`config.mk`:
```
export PLATFORM = sky130hd
export DESIGN_NAME = grf_multiport
export DESIGN_NICKNAME = d
export VERILOG_FILES = /design/src/rtl/grf_pkg.sv /design/src/rtl/grf_scoreboard.sv /design/src/rtl/grf_multiport.sv
export SDC_FILE = /design/constraint.sdc
export NUM_CORES = 2
export LEC_CHECK = 0
export BUFFER_PORTS_ARGS = -buffer_cell sky130_fd_sc_hd__buf_2
export CAP_MARGIN = 20
export CORE_MARGIN = 3
export CORE_UTILIZATION = 55
export DETAILED_ROUTE_END_ITERATION = 10
export GPL_ROUTABILITY_DRIVEN = 0
export PLACE_DENSITY = 0.72
export SKIP_CTS_REPAIR_TIMING = 1
export SLEW_MARGIN = 25
export SYNTH_ARGS = -nofsm -noshare
export SYNTH_HDL_FRONTEND = slang
export SYNTH_SLANG_ARGS = --single-unit
```
`constraint.sdc`:
```
create_clock -name clk -period 68.5 [get_ports clk]
set_input_delay 6.85 -clock clk [delete_from_list [all_inputs] [get_ports clk]]
set_output_delay 6.85 -clock clk [all_outputs]
set_load 0.1 [all_outputs]
```
`src/rtl/grf_pkg.sv`:
```
// grf_pkg: shared defaults, address-width helper and the write-trace format
// for the multi-port general register file.
package grf_pkg;

    localparam int unsigned GRF_DATA_W = 32;
    localparam int unsigned GRF_NREG   = 32;

    // time@pc: $reg <= data  (pc in hex, reg in decimal, data in hex)
    localparam string GRF_TRACE_FMT = "%0t@%h: $%0d <= %h";

    // Address width for a register count; never narrower than one bit.
    function automatic int unsigned grf_aw(input int unsigned nreg);
        return (nreg <= 1) ? 1 : $clog2(nreg);
    endfunction

endpackage

```
`src/rtl/grf_scoreboard.sv`:
```
// grf_scoreboard: per-register pending bits for in-flight producers.
//   clk, reset            clock, async active-high reset (clears all pending bits)
//   we0/wa0, we1/wa1      write ports; a committed write clears pending[wa]
//   iss_valid, iss_addr   issuing producer; sets pending[iss_addr] (set beats clear)
//   rd_addr               NRD packed read addresses
//   rd_busy               per read port: pending and not being written this cycle
module grf_scoreboard
    import grf_pkg::*;
#(
    parameter  int unsigned NREG = GRF_NREG,
    parameter  int unsigned NRD  = 2,
    localparam int unsigned AW   = grf_aw(NREG)
) (
    input  logic              clk,
    input  logic              reset,
    input  logic              we0,
    input  logic [AW-1:0]     wa0,
    input  logic              we1,
    input  logic [AW-1:0]     wa1,
    input  logic              iss_valid,
    input  logic [AW-1:0]     iss_addr,
    input  logic [NRD*AW-1:0] rd_addr,
    output logic [NRD-1:0]    rd_busy
);

    logic [NREG-1:0] r_pending;
    logic [NREG-1:0] w_pending_nxt;
    logic [AW-1:0]   w_ra;

    function automatic logic valid_dst(input logic [AW-1:0] a);
        return (a != '0) && (int'(a) < int'(NREG));
    endfunction

    // Clears first, then the set, so a same-cycle issue to the written
    // register leaves it pending.
    always_comb begin
        w_pending_nxt = r_pending;
        if (we0 && valid_dst(wa0))
            w_pending_nxt[wa0] = 1'b0;
        if (we1 && valid_dst(wa1))
            w_pending_nxt[wa1] = 1'b0;
        if (iss_valid && valid_dst(iss_addr))
            w_pending_nxt[iss_addr] = 1'b1;
    end

    always_ff @(posedge clk or posedge reset) begin
        if (reset)
            r_pending <= '0;
        else
            r_pending <= w_pending_nxt;
    end

    always_comb begin
        rd_busy = '0;
        w_ra    = '0;
        for (int unsigned i = 0; i < NRD; i++) begin
            w_ra = rd_addr[i*AW +: AW];
            if (!reset && valid_dst(w_ra))
                rd_busy[i] = r_pending[w_ra]
                             && !(we0 && wa0 == w_ra)
                             && !(we1 && wa1 == w_ra);
        end
    end

endmodule

```
`src/rtl/grf_multiport.sv`:
```
// grf_multiport: NRD-read / 2-write register file, register 0 hardwired zero.
//   clk, reset          clock, async active-high reset (clears registers and scoreboard)
//   rd_addr / rd_data   NRD packed combinational read ports with same-cycle write bypass
//   rd_busy             per read port: register has an outstanding producer
//   we*/wa*/wd*         write ports; port 1 wins a same-address collision
//   wpc0, wpc1          PC of the writing instruction, used only by the write trace
//   iss_valid/iss_addr  destination of an issuing producer (scoreboard set)
module grf_multiport
    import grf_pkg::*;
#(
    parameter  int unsigned DATA_W = GRF_DATA_W,
    parameter  int unsigned NREG   = GRF_NREG,
    parameter  int unsigned NRD    = 2,
    parameter  bit          TRACE  = 1'b1,
    localparam int unsigned AW     = grf_aw(NREG)
) (
    input  logic                  clk,
    input  logic                  reset,
    input  logic [NRD*AW-1:0]     rd_addr,
    output logic [NRD*DATA_W-1:0] rd_data,
    output logic [NRD-1:0]        rd_busy,
    input  logic                  we0,
    input  logic                  we1,
    input  logic [AW-1:0]         wa0,
    input  logic [AW-1:0]         wa1,
    input  logic [DATA_W-1:0]     wd0,
    input  logic [DATA_W-1:0]     wd1,
    input  logic [31:0]           wpc0,
    input  logic [31:0]           wpc1,
    input  logic                  iss_valid,
    input  logic [AW-1:0]         iss_addr
);

    logic [DATA_W-1:0] r_regs [NREG];
    logic [AW-1:0]     w_ra;

    function automatic logic valid_dst(input logic [AW-1:0] a);
        return (a != '0) && (int'(a) < int'(NREG));
    endfunction

    // Port 1 is assigned last so it wins a same-address collision.
    always_ff @(posedge clk or posedge reset) begin
        if (reset) begin
            for (int unsigned i = 0; i < NREG; i++)
                r_regs[i] <= '0;
        end else begin
            if (we0 && valid_dst(wa0))
                r_regs[wa0] <= wd0;
            if (we1 && valid_dst(wa1))
                r_regs[wa1] <= wd1;
        end
    end

    always_comb begin
        rd_data = '0;
        w_ra    = '0;
        for (int unsigned i = 0; i < NRD; i++) begin
            w_ra = rd_addr[i*AW +: AW];
            if (!reset && valid_dst(w_ra)) begin
                if (we1 && wa1 == w_ra)
                    rd_data[i*DATA_W +: DATA_W] = wd1;
                else if (we0 && wa0 == w_ra)
                    rd_data[i*DATA_W +: DATA_W] = wd0;
                else
                    rd_data[i*DATA_W +: DATA_W] = r_regs[w_ra];
            end
        end
    end

    grf_scoreboard #(
        .NREG (NREG),
        .NRD  (NRD)
    ) u_scoreboard (
        .clk       (clk),
        .reset     (reset),
        .we0       (we0),
        .wa0       (wa0),
        .we1       (we1),
        .wa1       (wa1),
        .iss_valid (iss_valid),
        .iss_addr  (iss_addr),
        .rd_addr   (rd_addr),
        .rd_busy   (rd_busy)
    );

    // Simulation-only write trace; register-0 writes are printed too, and a
    // collided port-0 write is suppressed because it never commits.
    if (TRACE) begin : g_trace
`ifndef SYNTHESIS
        always_ff @(posedge clk) begin
            if (!reset) begin
                if (we0 && !(we1 && wa1 == wa0 && wa0 != '0))
                    $display("%s", $sformatf(GRF_TRACE_FMT, $time, wpc0 - 32'd4, wa0, wd0));
                if (we1)
                    $display("%s", $sformatf(GRF_TRACE_FMT, $time, wpc1 - 32'd4, wa1, wd1));
            end
        end
`endif
    end

endmodule

```
# Word-level counts from Yosys, hierarchy flattened

Index checks and enable logic that the tools add are counted.

Output and inout port bits: 66
Input port bits: 158
Memories: 0
Word-level logic and storage cells: 123
Register bits after elaboration: 1056
RAM bits: 0
Memory bits (read-only): 0
Bits in latches: 0

Equality and inequality tests: 4
Divide/modulo/power cells: 0
Bitwise logic cells: 9
Reduce and logical (&&, ||, !) cells: 28
Multiply operators: 0
Add/sub/neg operators: 0
Shifts and indexed selects: 0
$lt $le $gt $ge: 14
Multiplexer cells: 35

Operator list:

| operator                                                   | count |
|---|---|
| bitwise mux 1024 bit                                       | 2 |
| two-way mux 1024 bit                                       | 2 |
| two-way mux 32 bit                                         | 15 |
| binary-select mux 32 bit (select 5 bit)                    | 2 |
| demux 32 bit (select 5 bit)                                | 2 |
| AND 32 bit                                                 | 2 |
| NOT 32 bit                                                 | 2 |
| bitwise OR 32 bit                                          | 1 |
| less-than comparator 5 x 6 -> 1 bit, second input constant | 5 |
| nonzero test 5 bit                                         | 5 |
| >= comparator 6 bit, second input constant                 | 4 |
| NOT 5 -> 6 bit                                             | 4 |
| equality test 5 bit                                        | 4 |
| logical AND 1 bit                                          | 18 |
| demux 1 bit (select 5 bit)                                 | 3 |
| >= comparator 5 x 1 -> 1 bit, second input constant        | 3 |
| less-than comparator 6 x 1 -> 1 bit, second input constant | 2 |
| binary-select mux 1 bit (select 5 bit)                     | 2 |
| two-way mux 1 bit                                          | 7 |
| logical NOT 1 bit                                          | 5 |

# Depth between registers and ports, before layout

Depth in word-level cells: 11
Depth in mapped cells: 10
Gate-level depth less buffers: 6

# Cells and area by module

A second synthesis with hierarchy kept.

Cells, all modules: 6543
Area total of the unflattened synthesis: 67265.8 um2

By module, submodules not included:

| module         | seq. area each (um2) | area an instance (um2) | cells an instance | instances |
|---|---|---|---|---|
| grf_multiport  | 25624.6              | 64619.5                | 6263              | 1 |
| grf_scoreboard | 800.8                | 2646.3                 | 280               | 1 |

# Least setup slack after synthesis

Ideal clock, no wire load.

Path type: input to output
From: input reset
To: output rd_data[0]
Setup slack: 29270 ps
Arrival time: 32380 ps
Buffers on the path: 1
Stages on the path: 5
Required time: 61650 ps
Cells stage by stage: inv_1 > nand4_1 > clkbuf_1 > or3_1 > nand3_1

Cells in the longest elaborated chain, start to end: 3

RTL lines:

| what                               | RTL line            | source |
|---|---|---|
| start: declaration                 | grf_multiport.sv:18 | `input logic reset,` |
| logical NOT 1 bit (no source line) | n/a                 |  |
| logical AND 1 bit                  | grf_multiport.sv:59 | `if (!reset && valid_dst(w_ra)) begin` |
| two-way mux 32 bit                 | grf_multiport.sv:59 |  |
| end: declaration                   | grf_multiport.sv:20 | `output logic [NRD*DATA_W-1:0] rd_data,` |

No other way between the ends.

# Final worst setup path

From: input rd_addr[0]
To: output rd_data[30]

Cells in the longest elaborated chain, start to end: 7
Elaborated cells on any way between the ends: 13
Those cells by class: eq/ne: 2; mux: 6; bitwise: 1; reduce/logical: 4

RTL lines:

| what                                                   | RTL line            | source |
|---|---|---|
| start: declaration                                     | grf_multiport.sv:19 | `input logic [NRD*AW-1:0] rd_addr,` |
| NOT 5 -> 6 bit (not written as such)                   | grf_multiport.sv:65 | `rd_data[i*DATA_W +: DATA_W] = r_regs[w_ra];` |
| binary-select mux 32 bit (select 5 bit)                | grf_multiport.sv:65 |  |
| two-way mux 32 bit (not written as such) (2 in series) | grf_multiport.sv:65 |  |
| two-way mux 32 bit                                     | grf_multiport.sv:62 | `else if (we0 && wa0 == w_ra)` |
| two-way mux 32 bit                                     | grf_multiport.sv:60 | `if (we1 && wa1 == w_ra)` |
| two-way mux 32 bit (*)                                 | grf_multiport.sv:59 |  |

Mark *: on every way between the ends. The rest lies on a longest branch, timed or not. The select of a mux whose other input is x is not followed.

==> key figures <==
Floorplanning
  • Initial core utilization: 0.5574
  • I/O pin count: 224
  • Row count: 127
  • Die width: 355.9 um
  • Die height: 355.9 um
  • Core area: 120800 sq um
  • Die area: 126600 sq um

STA
  • Worst Skew: 0 ns
  • Final setup viols: 0
  • Final min period: 18.72 ns
  • Fin crit share: 0.2734
  • Fmax: 0.05341 GHz
  • Final worst slack: 49.78 ns
  • Tightest Pin Transition: 1.255 ns
  • Post-route setup TNS: 0 ns
  • Hold Vio Cnt, Final: 0
  • Hold_ws: 0.3965 ns
  • Max-slew violations: 0
  • RSZ-0062 raised after global routing: no
  • Max_slew headroom: 0.1631

Power
  • PD cells: 29.27 nW/um^2
  • Leakage: 30.52 nW
  • VDD IR-drop max: 24.77 uV

Clock network
  • Cts bufs inserted: 117
  • Clock Path Buffers: 3
  • Clk slew on worst S/H paths: 0.06 ns
  • CTS tree: built
  • Clk sinks: 1056
  • Htree depth: 3
  • Worst-skew pair later-pin latency: 0.76 ns
  • Clock Root Buffer: clkbuf_16

Global routing
  • Initial antenna violation count: 26
  • GR Overflow Total: 0
  • Global Route Usage Sum: 0.4098
  • Largest net degree at the start of global routing: 173
  • First-pass GRT wire length: 381.6 mm
  • Vias in the first global route: 56710

Layout
  • Area grow syn2layout: 7.390%
  • Fraction of final layout cells sized beyond drive strength 1: 0.1465
  • Fillers: 9965
  • Final instance area: 72290 sq um
  • Fin util: 0.5986
  • Final net count: 6595
  • Most common cell after layout, fill and taps aside: mux2i_1
  • Commonest non-fill, non-tap cells in the layout: 1162 x mux2i_1, 1056 x dfrtp_1, 948 x nand2_1

Yosys
  • Cell area after synthesis: 67320 sq um
  • Post-synth EDFFs: 0
  • Sequential fraction of the synthesis area: 0.3926
  • Post-synthesis net count: 7070
  • Syn. warnings: 0
  • Ys flop type: dfrtp_1
  • Post-Syn Area per Cell: 9.739 sq um
  • Ys async rst share: 1.000
  • Cells after synthesis: 6912
  • Synth cell types: 66
  • Yosys reg bits: 1056

Routing
  • Vias: 58970
  • Remaining antenna violation count after routing: 0
  • Vias/cell: 7.222
  • DR iter-0 viols: 10020
  • Drt drc: 0
  • Wirelength per Cell: 32.44 um
  • WL final: 264.9 mm
  • Drt pass-1 iters: 10

Placed design
  • # port buffers: 159
  • Hpwl dp: 144.8 mm
  • Pre-CTS setup slack: 50.00 ns
  • Placed Area: 67930 sq um

Critical path
  • Worst path arrival time: 11.87 ns
  • Req. time, crit path: 61.65 ns
  • Reg2Reg Depth: 2
  • Critical Path End Type: output pin
  • CP startpoint kind: input port
  • R2r setup slk: 67.52 ns
  • CP max FO: 51
  • Crit Path Category: input port to output pin

Run status
  • Outcome: finished, final reports clean

Flow run
  • Max_cap viols: 0

Hold path
  • Hold path depth: 0
  • HP Class: register to register
-- cell type report --
class                           instances  area [sq um]  share of cell area
Sequential cell                      1056         26430              0.3655
Clock inverter                         41         509.2            0.007044
Inverter                               16         75.07            0.001038
Tap cell                             1612          2017             0.02790
Antenna cell                           21         52.55           0.0007269
Multi-Input combinational cell       4963         37700              0.5215
Clock buffer                          173          3512             0.04858
Timing Repair Buffer                  283          1998             0.02764
-- cells in the mapped netlist, drive strengths merged (3+ instances only) --
| cell type | count | area, sq um |
|---|---|---|
| a2111oi | 12 | 105.1 |
| dfrtp | 1056 | 26430 |
| a221oi | 11 | 96.34 |
| mux2 | 10 | 112.6 |
| nor3b | 3 | 22.52 |
| a32oi | 53 | 464.2 |
| nand3 | 290 | 1451 |
| mux4 | 382 | 8603 |
| nand2b | 8 | 50.05 |
| clkbuf | 591 | 2218 |
| inv | 15 | 56.30 |
| nand4b | 8 | 70.07 |
| and3 | 46 | 287.8 |
| buf | 286 | 1518 |
| and2 | 7 | 43.80 |
| or2 | 3 | 18.77 |
| o221ai | 120 | 1051 |
| o22ai | 61 | 381.6 |
| o311ai | 6 | 52.55 |
| o21ai | 622 | 3113 |
| nor4 | 5 | 31.28 |
| xor2 | 16 | 140.1 |
| a22oi | 4 | 30.03 |
| a31oi | 63 | 394.1 |
| nor2b | 17 | 106.4 |
| or3b | 3 | 26.28 |
| nand2 | 972 | 3654 |
| a32o | 13 | 130.1 |
| or3 | 56 | 350.3 |
| a21oi | 444 | 2222 |
| a22o | 8 | 70.07 |
| mux2i | 1162 | 11630 |
| nand4 | 28 | 175.2 |
| nor3 | 15 | 86.34 |
| a211oi | 10 | 75.07 |
| xnor2 | 4 | 35.03 |
| nor2 | 478 | 1814 |
-- worst paths after layout --
path / startpoint / end
max reg2reg: r_regs[650] / r_regs[650]
min: r_regs[1019] / r_regs[1019]
max in group asynchronous: reset / r_regs[590]
max: rd_addr[0] / rd_data[30]
min in group asynchronous: reset / r_regs[737]
min reg2reg: r_regs[1019] / r_regs[1019]
-- logic make-up after synthesis --
family | Yosys count | share of synthesized area
buffers and inverters | 893 | 0.05639
flip-flops | 1056 | 0.3926
AND/OR/NAND/NOR | 1948 | 0.1228
multiplexers | 1554 | 0.3023
XOR/XNOR | 20 | 0.002602
AO/OA/AOI/OAI | 1441 | 0.1234
-- report_power, final --
| group | internal, W | total (W) | switching [W] |
|---|---|---|---|
| Clock | 0.000390 | 0.000672 | 0.000282 |
| Sequential | 0.000783 | 0.000910 | 0.000127 |
| Combinational | 0.000249 | 0.000534 | 0.000285 |
| Total | 0.00142 | 0.00212 | 0.000693 |
-- routing by layer --
metal  vias to the layer above  GRT usage  part of all wire
met3                      1386     0.1654              0.15
met2                      4993     0.5839              0.42
met4                        14     0.2756             0.081
li1                      24110          -                 -
met5                         -          0           0.00023
met1                     28460     0.5121              0.35
-- sequential cells by signal, indices dropped and copies added, names as in the netlist --
signal,flops
u_scoreboard.r_pending,32
r_regs,1024
-- stage by stage --
stage / power [W] / std cells
5_1_grt: 0.002197 / 8149
3_5_place_dp: 0.001433 / 7921
3_3_place_gp: 0.001402 / 7918
6_report: 0.002116 / 8165
4_1_cts: 0.002094 / 8135
2_1_floorplan: 0.001300 / 6912
-- critical path: stages --
cell	delay [ns]
buf_8	0.26
buf_4	0.63
buf_4	0.86
buf_4	0.92
nor2_1	0.16
a22oi_1	0.24
o311ai_0	0.16
o31ai_1	0.23
a211oi_1	0.10
o21ai_0	0.67
buf_2	0.58
(Power assumes the default switching activity.)
